File: src/rtl/bcd_entry_conv_if.sv
// ---------------------------------------------------------------------------
// bcd_entry_conv_if
// Result handshake between the decimal entry block and the operand/ALU stage.
//   out_valid  : converted operand is present (producer -> consumer)
//   out_ready  : consumer can take the operand  (consumer -> producer)
//   out_bin    : binary magnitude of the committed entry, BIN_W bits
//   out_neg    : sign of the committed entry (1 = negative)
// BIN_W must match the BIN_W of the bcd_entry_conv instance it connects to.
// ---------------------------------------------------------------------------
interface bcd_entry_conv_if #(
  parameter int BIN_W = 14
);
  logic             out_valid;
  logic             out_ready;
  logic [BIN_W-1:0] out_bin;
  logic             out_neg;

  modport master (
    output out_valid,
    output out_bin,
    output out_neg,
    input  out_ready
  );

  modport slave (
    input  out_valid,
    input  out_bin,
    input  out_neg,
    output out_ready
  );
endinterface

File: src/rtl/bcd_entry_conv.sv
// ---------------------------------------------------------------------------
// bcd_entry_conv
// Keypad-style decimal entry: debounced button pulses edit a BCD digit
// register under a movable cursor; commit converts the digits to binary
// (most significant digit first, one digit per cycle) and offers the result
// on a valid/ready handshake.
//
// Ports
//   CLK100MHZ             system clock, rising edge
//   rst_n                 asynchronous active-low reset
//   inc, dec              +1 / -1 at the cursor digit, wrapping 9<->0
//   cur_left, cur_right   move cursor towards MSD / LSD, wrapping
//   neg                   toggle sign (only when SIGNED=1)
//   clr                   clear entry, abort any conversion
//   commit                start conversion
//   digits                live BCD digits, digit 0 in [3:0]
//   cursor                index of the editable digit
//   sign                  entry sign (1 = negative)
//   busy                  conversion running or result waiting
//   bus (master)          out_valid / out_ready / out_bin / out_neg
// ---------------------------------------------------------------------------
module bcd_entry_conv #(
  parameter  int DIGITS          = 4,
  parameter  int BIN_W           = 14,
  parameter  bit SIGNED          = 1'b0,
  parameter  bit CLEAR_ON_ACCEPT = 1'b1,
  localparam int CUR_W           = $clog2(DIGITS)
) (
  input  logic                 CLK100MHZ,
  input  logic                 rst_n,
  input  logic                 inc,
  input  logic                 dec,
  input  logic                 cur_left,
  input  logic                 cur_right,
  input  logic                 neg,
  input  logic                 clr,
  input  logic                 commit,
  output logic [4*DIGITS-1:0]  digits,
  output logic [CUR_W-1:0]     cursor,
  output logic                 sign,
  output logic                 busy,
  bcd_entry_conv_if.master     bus
);

  typedef enum logic [1:0] {
    EDIT,
    CONVERT,
    HOLD
  } stateT;

  localparam logic [CUR_W-1:0] LAST_IDX = CUR_W'(DIGITS - 1);

  stateT                   state,    stateNext;
  logic [DIGITS-1:0][3:0]  digitReg, digitNext;
  logic [CUR_W-1:0]        cursorReg, cursorNext;
  logic                    signReg,  signNext;
  logic [BIN_W-1:0]        acc,      accNext;
  logic [CUR_W-1:0]        idx,      idxNext;
  logic [BIN_W-1:0]        outBin,   outBinNext;
  logic                    outNeg,   outNegNext;

  logic [3:0]              curDigit;
  logic [3:0]              idxDigit;
  logic                    clearEntry;

  always_comb begin
    // NOTE: every combinational output gets a default before any branch, so
    // no path through the case leaves a signal unassigned (no latches).
    stateNext  = state;
    digitNext  = digitReg;
    cursorNext = cursorReg;
    signNext   = signReg;
    accNext    = acc;
    idxNext    = idx;
    outBinNext = outBin;
    outNegNext = outNeg;
    clearEntry = 1'b0;
    curDigit   = digitReg[cursorReg];
    idxDigit   = digitReg[idx];

    unique case (state)
      EDIT: begin
        // One action per cycle; the if-chain order is the button priority.
        if (clr) begin
          clearEntry = 1'b1;
        end else if (commit) begin
          accNext    = '0;
          idxNext    = LAST_IDX;
          outNegNext = signReg;
          stateNext  = CONVERT;
        end else if (inc) begin
          digitNext[cursorReg] = (curDigit == 4'd9) ? 4'd0 : curDigit + 4'd1;
        end else if (dec) begin
          digitNext[cursorReg] = (curDigit == 4'd0) ? 4'd9 : curDigit - 4'd1;
        end else if (neg && SIGNED) begin
          signNext = ~signReg;
        end else if (cur_left) begin
          cursorNext = (cursorReg == LAST_IDX) ? '0 : cursorReg + CUR_W'(1);
        end else if (cur_right) begin
          cursorNext = (cursorReg == '0) ? LAST_IDX : cursorReg - CUR_W'(1);
        end
      end

      CONVERT: begin
        if (clr) begin
          clearEntry = 1'b1;
          stateNext  = EDIT;
        end else begin
          // Horner step: acc*10 = acc*8 + acc*2, wrapping at BIN_W bits.
          accNext = (acc << 3) + (acc << 1) + BIN_W'(idxDigit);
          idxNext = idx - CUR_W'(1);
          if (idx == '0) begin
            outBinNext = accNext;
            stateNext  = HOLD;
          end
        end
      end

      HOLD: begin
        if (clr) begin
          clearEntry = 1'b1;
          stateNext  = EDIT;
        end else if (bus.out_ready) begin
          stateNext  = EDIT;
          clearEntry = CLEAR_ON_ACCEPT;
        end
      end

      default: stateNext = EDIT;
    endcase

    // Abort and accept-with-clear share the same entry wipe; out_bin is
    // deliberately untouched so the last result stays observable.
    if (clearEntry) begin
      digitNext  = '0;
      signNext   = 1'b0;
      cursorNext = '0;
    end
  end

  always_ff @(posedge CLK100MHZ or negedge rst_n) begin
    if (!rst_n) begin
      state     <= EDIT;
      digitReg  <= '0;
      cursorReg <= '0;
      signReg   <= 1'b0;
      acc       <= '0;
      idx       <= '0;
      outBin    <= '0;
      outNeg    <= 1'b0;
    end else begin
      // NOTE: non-blocking assignments so every register samples the values
      // from before this edge, independent of statement order.
      state     <= stateNext;
      digitReg  <= digitNext;
      cursorReg <= cursorNext;
      signReg   <= signNext;
      acc       <= accNext;
      idx       <= idxNext;
      outBin    <= outBinNext;
      outNeg    <= outNegNext;
    end
  end

  assign digits        = digitReg;
  assign cursor        = cursorReg;
  assign sign          = signReg;
  assign busy          = (state != EDIT);
  assign bus.out_valid = (state == HOLD);
  assign bus.out_bin   = outBin;
  assign bus.out_neg   = outNeg;

endmodule

File: src/flat_wrapper.sv
// flat-port wrapper written by rule: the top's interface ports become plain ports
module bcd_entry_conv_flat 
#(
  parameter  int DIGITS          = 4,
  parameter  int BIN_W           = 14,
  parameter  bit SIGNED          = 1'b0,
  parameter  bit CLEAR_ON_ACCEPT = 1'b1,
  localparam int CUR_W           = $clog2(DIGITS)
)
  (CLK100MHZ, rst_n, inc, dec, cur_left, cur_right, neg, clr, commit, digits, cursor, sign, busy, bus_out_valid, bus_out_bin, bus_out_neg, bus_out_ready);
  bcd_entry_conv_if #(.BIN_W(BIN_W)) bus_i ();
  input  logic CLK100MHZ;
  input  logic rst_n;
  input  logic inc;
  input  logic dec;
  input  logic cur_left;
  input  logic cur_right;
  input  logic neg;
  input  logic clr;
  input  logic commit;
  output logic [4*DIGITS-1:0] digits;
  output logic [CUR_W-1:0] cursor;
  output logic sign;
  output logic busy;
  output wire logic [$bits(bus_i.out_valid)-1:0] bus_out_valid;
  output wire logic [$bits(bus_i.out_bin)-1:0] bus_out_bin;
  output wire logic [$bits(bus_i.out_neg)-1:0] bus_out_neg;
  input wire logic [$bits(bus_i.out_ready)-1:0] bus_out_ready;
  assign bus_out_valid = bus_i.out_valid;
  assign bus_out_bin = bus_i.out_bin;
  assign bus_out_neg = bus_i.out_neg;
  assign bus_i.out_ready = bus_out_ready;
  bcd_entry_conv #(.DIGITS(DIGITS), .BIN_W(BIN_W), .SIGNED(SIGNED), .CLEAR_ON_ACCEPT(CLEAR_ON_ACCEPT)) u_core (.CLK100MHZ(CLK100MHZ), .rst_n(rst_n), .inc(inc), .dec(dec), .cur_left(cur_left), .cur_right(cur_right), .neg(neg), .clr(clr), .commit(commit), .digits(digits), .cursor(cursor), .sign(sign), .busy(busy), .bus(bus_i));
endmodule
File: config.mk
export PLATFORM = sky130hd
export DESIGN_NAME = bcd_entry_conv_flat
export DESIGN_NICKNAME = d
export VERILOG_FILES = /design/src/rtl/bcd_entry_conv_if.sv /design/src/rtl/bcd_entry_conv.sv /design/src/flat_wrapper.sv
export SDC_FILE = /design/constraint.sdc
export NUM_CORES = 1
export LEC_CHECK = 0
export CAP_MARGIN = 20
export CORE_MARGIN = 3
export CORE_UTILIZATION = 50
export DETAILED_ROUTE_END_ITERATION = 8
export PLACE_DENSITY = 0.87
export RECOVER_POWER = 25
export SETUP_SLACK_MARGIN = 0.3
export SLEW_MARGIN = 10
export SYNTH_ARGS = -nofsm -noshare
export SYNTH_HDL_FRONTEND = slang
export SYNTH_SLANG_ARGS = --single-unit
File: constraint.sdc
create_clock -name CLK100MHZ -period 3.35 [get_ports CLK100MHZ]
set_input_delay 0.67 -clock CLK100MHZ [delete_from_list [all_inputs] [get_ports CLK100MHZ]]
set_output_delay 0.67 -clock CLK100MHZ [all_outputs]
set_load 0.005 [all_outputs]
==> key figures <==
Critical path
  • Crit start category: flip-flop
  • Arr. time, crit path: 3.26 ns
  • Critical Path RT: 3.54 ns
  • Crit-path max FO: 3
  • Critical Path Sink Type: flip-flop
  • Critical path type: flip-flop to flip-flop

Route
  • Drt initial violations: 108
  • Routed wire length: around 7.5 mm
  • DRC: 0
  • DRT Pass-1 Iters: 4
  • DR WL/cell: 16.9 um
  • Post-route ant nets: 0
  • DR vias: 2,601
  • Vias per cell: approximately 6

Global route
  • Grt met1 use: roughly 27%
  • Busiest grt layer: met2
  • First-pass GRT wire length: 12.5 mm
  • Largest net degree at the start of global routing: 50
  • Grt met3 use: 5.09%
  • Met2 Usage GRT: between 30 and 40%
  • Via count of the first global-routing pass: between 2k and 3k
  • GRT overflow: 0
  • Initial antenna violation count: 0
  • GRT Overall Usage: a little over a fifth

Run status
  • Status: finished, violations left
  • Failing checks: max-capacitance violations, max-slew violations

STA
  • Worst Skew: 0.00738 ns
  • Slew HR: -10.8%
  • Final Max Tran Viols: 32
  • Achievable frequency: 0.326 GHz
  • Period utilisation layout: 91.5%
  • Period minus WS final: 3.07 ns
  • Worst Tran Pin Value: 1.66 ns
  • RSZ-0062 raised after global routing: true
  • Final hold vios: 0
  • Fin Setup TNS: 0 ns
  • Final setup violating endpoints: 0

Floorplanning
  • Die Span Y: 85.7 um
  • Full die area: 7340 um^2
  • Die W: 85.7 um
  • # rows: 28
  • Initial core utilization: 52.7%
  • I/O pin cnt: between 40 and 50
  • Placeable Area: between 6000 and 7000 um^2

Finish
  • ANT cells: 0
  • Commonest non-fill, non-tap cell in the layout: dfrtp_1
  • Non-Filler Instances: 445
  • Nets@finish: 411
  • Fraction of layout cells with a size suffix above 1: ~14%
  • P&R area growth vs syn: 21.0%
  • Commonest non-fill, non-tap cells in the layout: dfrtp_1 (49), clkdlybuf4s50_1 (41), nand2_1 (34), ha_1 (28), nor2_1 (25)

Power
  • Flop pwr share: 48.3%
  • Sw Share: between 30% and 40%
  • VDD IR-drop max: 242 uV
  • Sw power: 0.000428 W
  • Pwr/cell area: between 300 and 400 nW/um^2
  • Internal Power: 0.000952 W
  • P_leak: 1.79 nW
  • Logic pwr share: between 20% and 30%
  • Clk pwr share: 26.0%

Synth
  • Syn_area_per_cell: 9.89 um^2
  • Post-synth EDFFs: 0
  • Synthesized instance count: 321
  • Mapped cell area: 3180 um^2
  • Synth Warn #: 0
  • Synth cell types: 53
  • Sequential share of the synthesized area: 38.6%
  • #FFs+latches synth: 49
  • Ys async rst share: 100%
  • Main synth FF type: dfrtp_1

Place
  • Gpl congestion: about 0.93
  • Dpl cells: 430
  • Port bufs: 42
  • HPWL Detailed: 5.45 mm

Clock network
  • Root Driver: clkbuf_8
  • CTS tree: done
  • CTS sink cnt: 49
  • Reg clk slew, reported paths: 0.10 ns
  • CTS buffer count: 5
  • Clock buffer depth: 2
  • H-Tree Level Count: 2
  • Clk_lat worst skew: between 0.3 and 0.4 ns

Min path
  • HP Class: input port to asynchronous set/reset pin

Job
  • Max Cap Viol: 1
## final cells by class
| cell class | count | area (um^2) |
|---|---|---|
| Fill cell | 493 | 2180 |
| Multi-Input combinational cell | 243 | 1870 |
| Sequential cell | 49 | 1230 |
| Timing Repair Buffer | 54 | 504 |
| Tap cell | 75 | 93.8 |
| Clock buffer | 6 | 72.6 |
| Inverter | 16 | 60.1 |
| Clock inverter | 2 | 15.0 |
## power by group through the flow
stage	Clock [W]	Sequential [W]	Combinational, W
global placement	0	0.000678	0.000310
detailed placement	0	0.000680	0.000322
finish	0.000359	0.000667	0.000354
CTS	0.000367	0.000667	0.000328
global route	0.000392	0.000672	0.000393
floorplan	0	0.000666	0.000208
## registers in the layout (all words and copies together) (netlist names)
name	count
u_core.idx	2
u_core.acc	13
u_core.state	2
u_core.bus.out_bin	14
u_core.digits	16
u_core.cursor	2
## metrics by stage
stage                     hold slack [ns]  power, W  setup WS (ns)  instance area (um^2)  util, %
after floorplan                     0.374  0.000874          0.304                  3180        -
after global placement              0.464  0.000988          0.311                  3660     60.7
after detailed placement            0.468   0.00100          0.271                  3660     60.7
after CTS                           0.489   0.00136          0.300                  3770     62.6
after global routing                0.524   0.00146          0.187                  3840     63.8
final                               0.474   0.00138          0.284                  3840     63.8
## final timing paths
check                                      start                    end  slack [ns]  cells past startpoint
max in group asynchronous                  rst_n      u_core.digits[14]        0.82                      2
max                                u_core.idx[0]          u_core.acc[9]        0.28                     12
min reg2reg                u_core.bus.out_bin[9]  u_core.bus.out_bin[9]        0.49                      2
min in group CLK100MHZ     u_core.bus.out_bin[9]  u_core.bus.out_bin[9]        0.49                      2
max reg2reg                        u_core.idx[0]          u_core.acc[9]        0.28                     12
min                                        rst_n  u_core.bus.out_bin[6]        0.47                      1
## repair_timing
action	4_1_cts	5_1_grt
pin swaps	3	17
gates resized for setup	1	12
endpoints found under the setup margin	6	9
buffers inserted	3	3
hold buffers	0	0
## cell families (layout without fill, tap and decap cells)
| group | Yosys count | count (layout) | share of synthesized area [%] |
|---|---|---|---|
| AND/OR/NAND/NOR | 104 | 104 | 15.8 |
| other | 1 | 2 | 0.118 |
| buffers and inverters | 30 | 78 | 4.06 |
| AO/OA/AOI/OAI | 82 | 82 | 18.1 |
| XOR/XNOR | 8 | 8 | 2.21 |
| multiplexers | 15 | 15 | 8.04 |
| flip-flops | 49 | 49 | 38.6 |
| adder cells (fa/ha/maj) | 32 | 32 | 13.1 |
## layer usage
metal  wire, um  part of all wire [%]
met5          0                     0
met4        137                   1.8
met3        533                   7.1
met2       3820                    51
met1       3020                    40
## cells in the mapped netlist, types with 3 or more instances
| cell type | instances | area [um^2] |
|---|---|---|
| a211oi_1 | 4 | 30.0 |
| a211oi_2 | 3 | 37.5 |
| a21o_1 | 10 | 75.1 |
| a21oi_1 | 15 | 75.1 |
| a31oi_1 | 3 | 18.8 |
| and2_1 | 4 | 25.0 |
| clkbuf_1 | 10 | 37.5 |
| dfrtp_1 | 49 | 1230 |
| ha_1 | 30 | 375 |
| inv_1 | 16 | 60.1 |
| mux2_2 | 4 | 45.0 |
| mux2i_1 | 3 | 30.0 |
| mux4_2 | 8 | 180 |
| nand2_1 | 34 | 128 |
| nand3_1 | 8 | 40.0 |
| nand4_1 | 3 | 18.8 |
| nor2_1 | 25 | 93.8 |
| nor2b_1 | 7 | 43.8 |
| nor3_1 | 7 | 35.0 |
| o21a_1 | 3 | 22.5 |
| o21ai_0 | 12 | 60.1 |
| o21ai_1 | 9 | 45.0 |
| o31ai_1 | 7 | 52.6 |
| or3_1 | 3 | 18.8 |
| xnor2_1 | 3 | 26.3 |
| xor2_1 | 5 | 43.8 |
## critical path: stages (launching register included)
cell,delay [ns]
dfrtp_1,0.38
buf_4,0.12
mux4_2,0.49
inv_2,0.06
fa_1,0.42
inv_1,0.07
ha_1,0.23
a21o_1,0.16
a21o_1,0.18
a211o_1,0.30
a31oi_1,0.20
xor2_1,0.23
o21ai_1,0.08
Power figures use the tool's default switching activity.
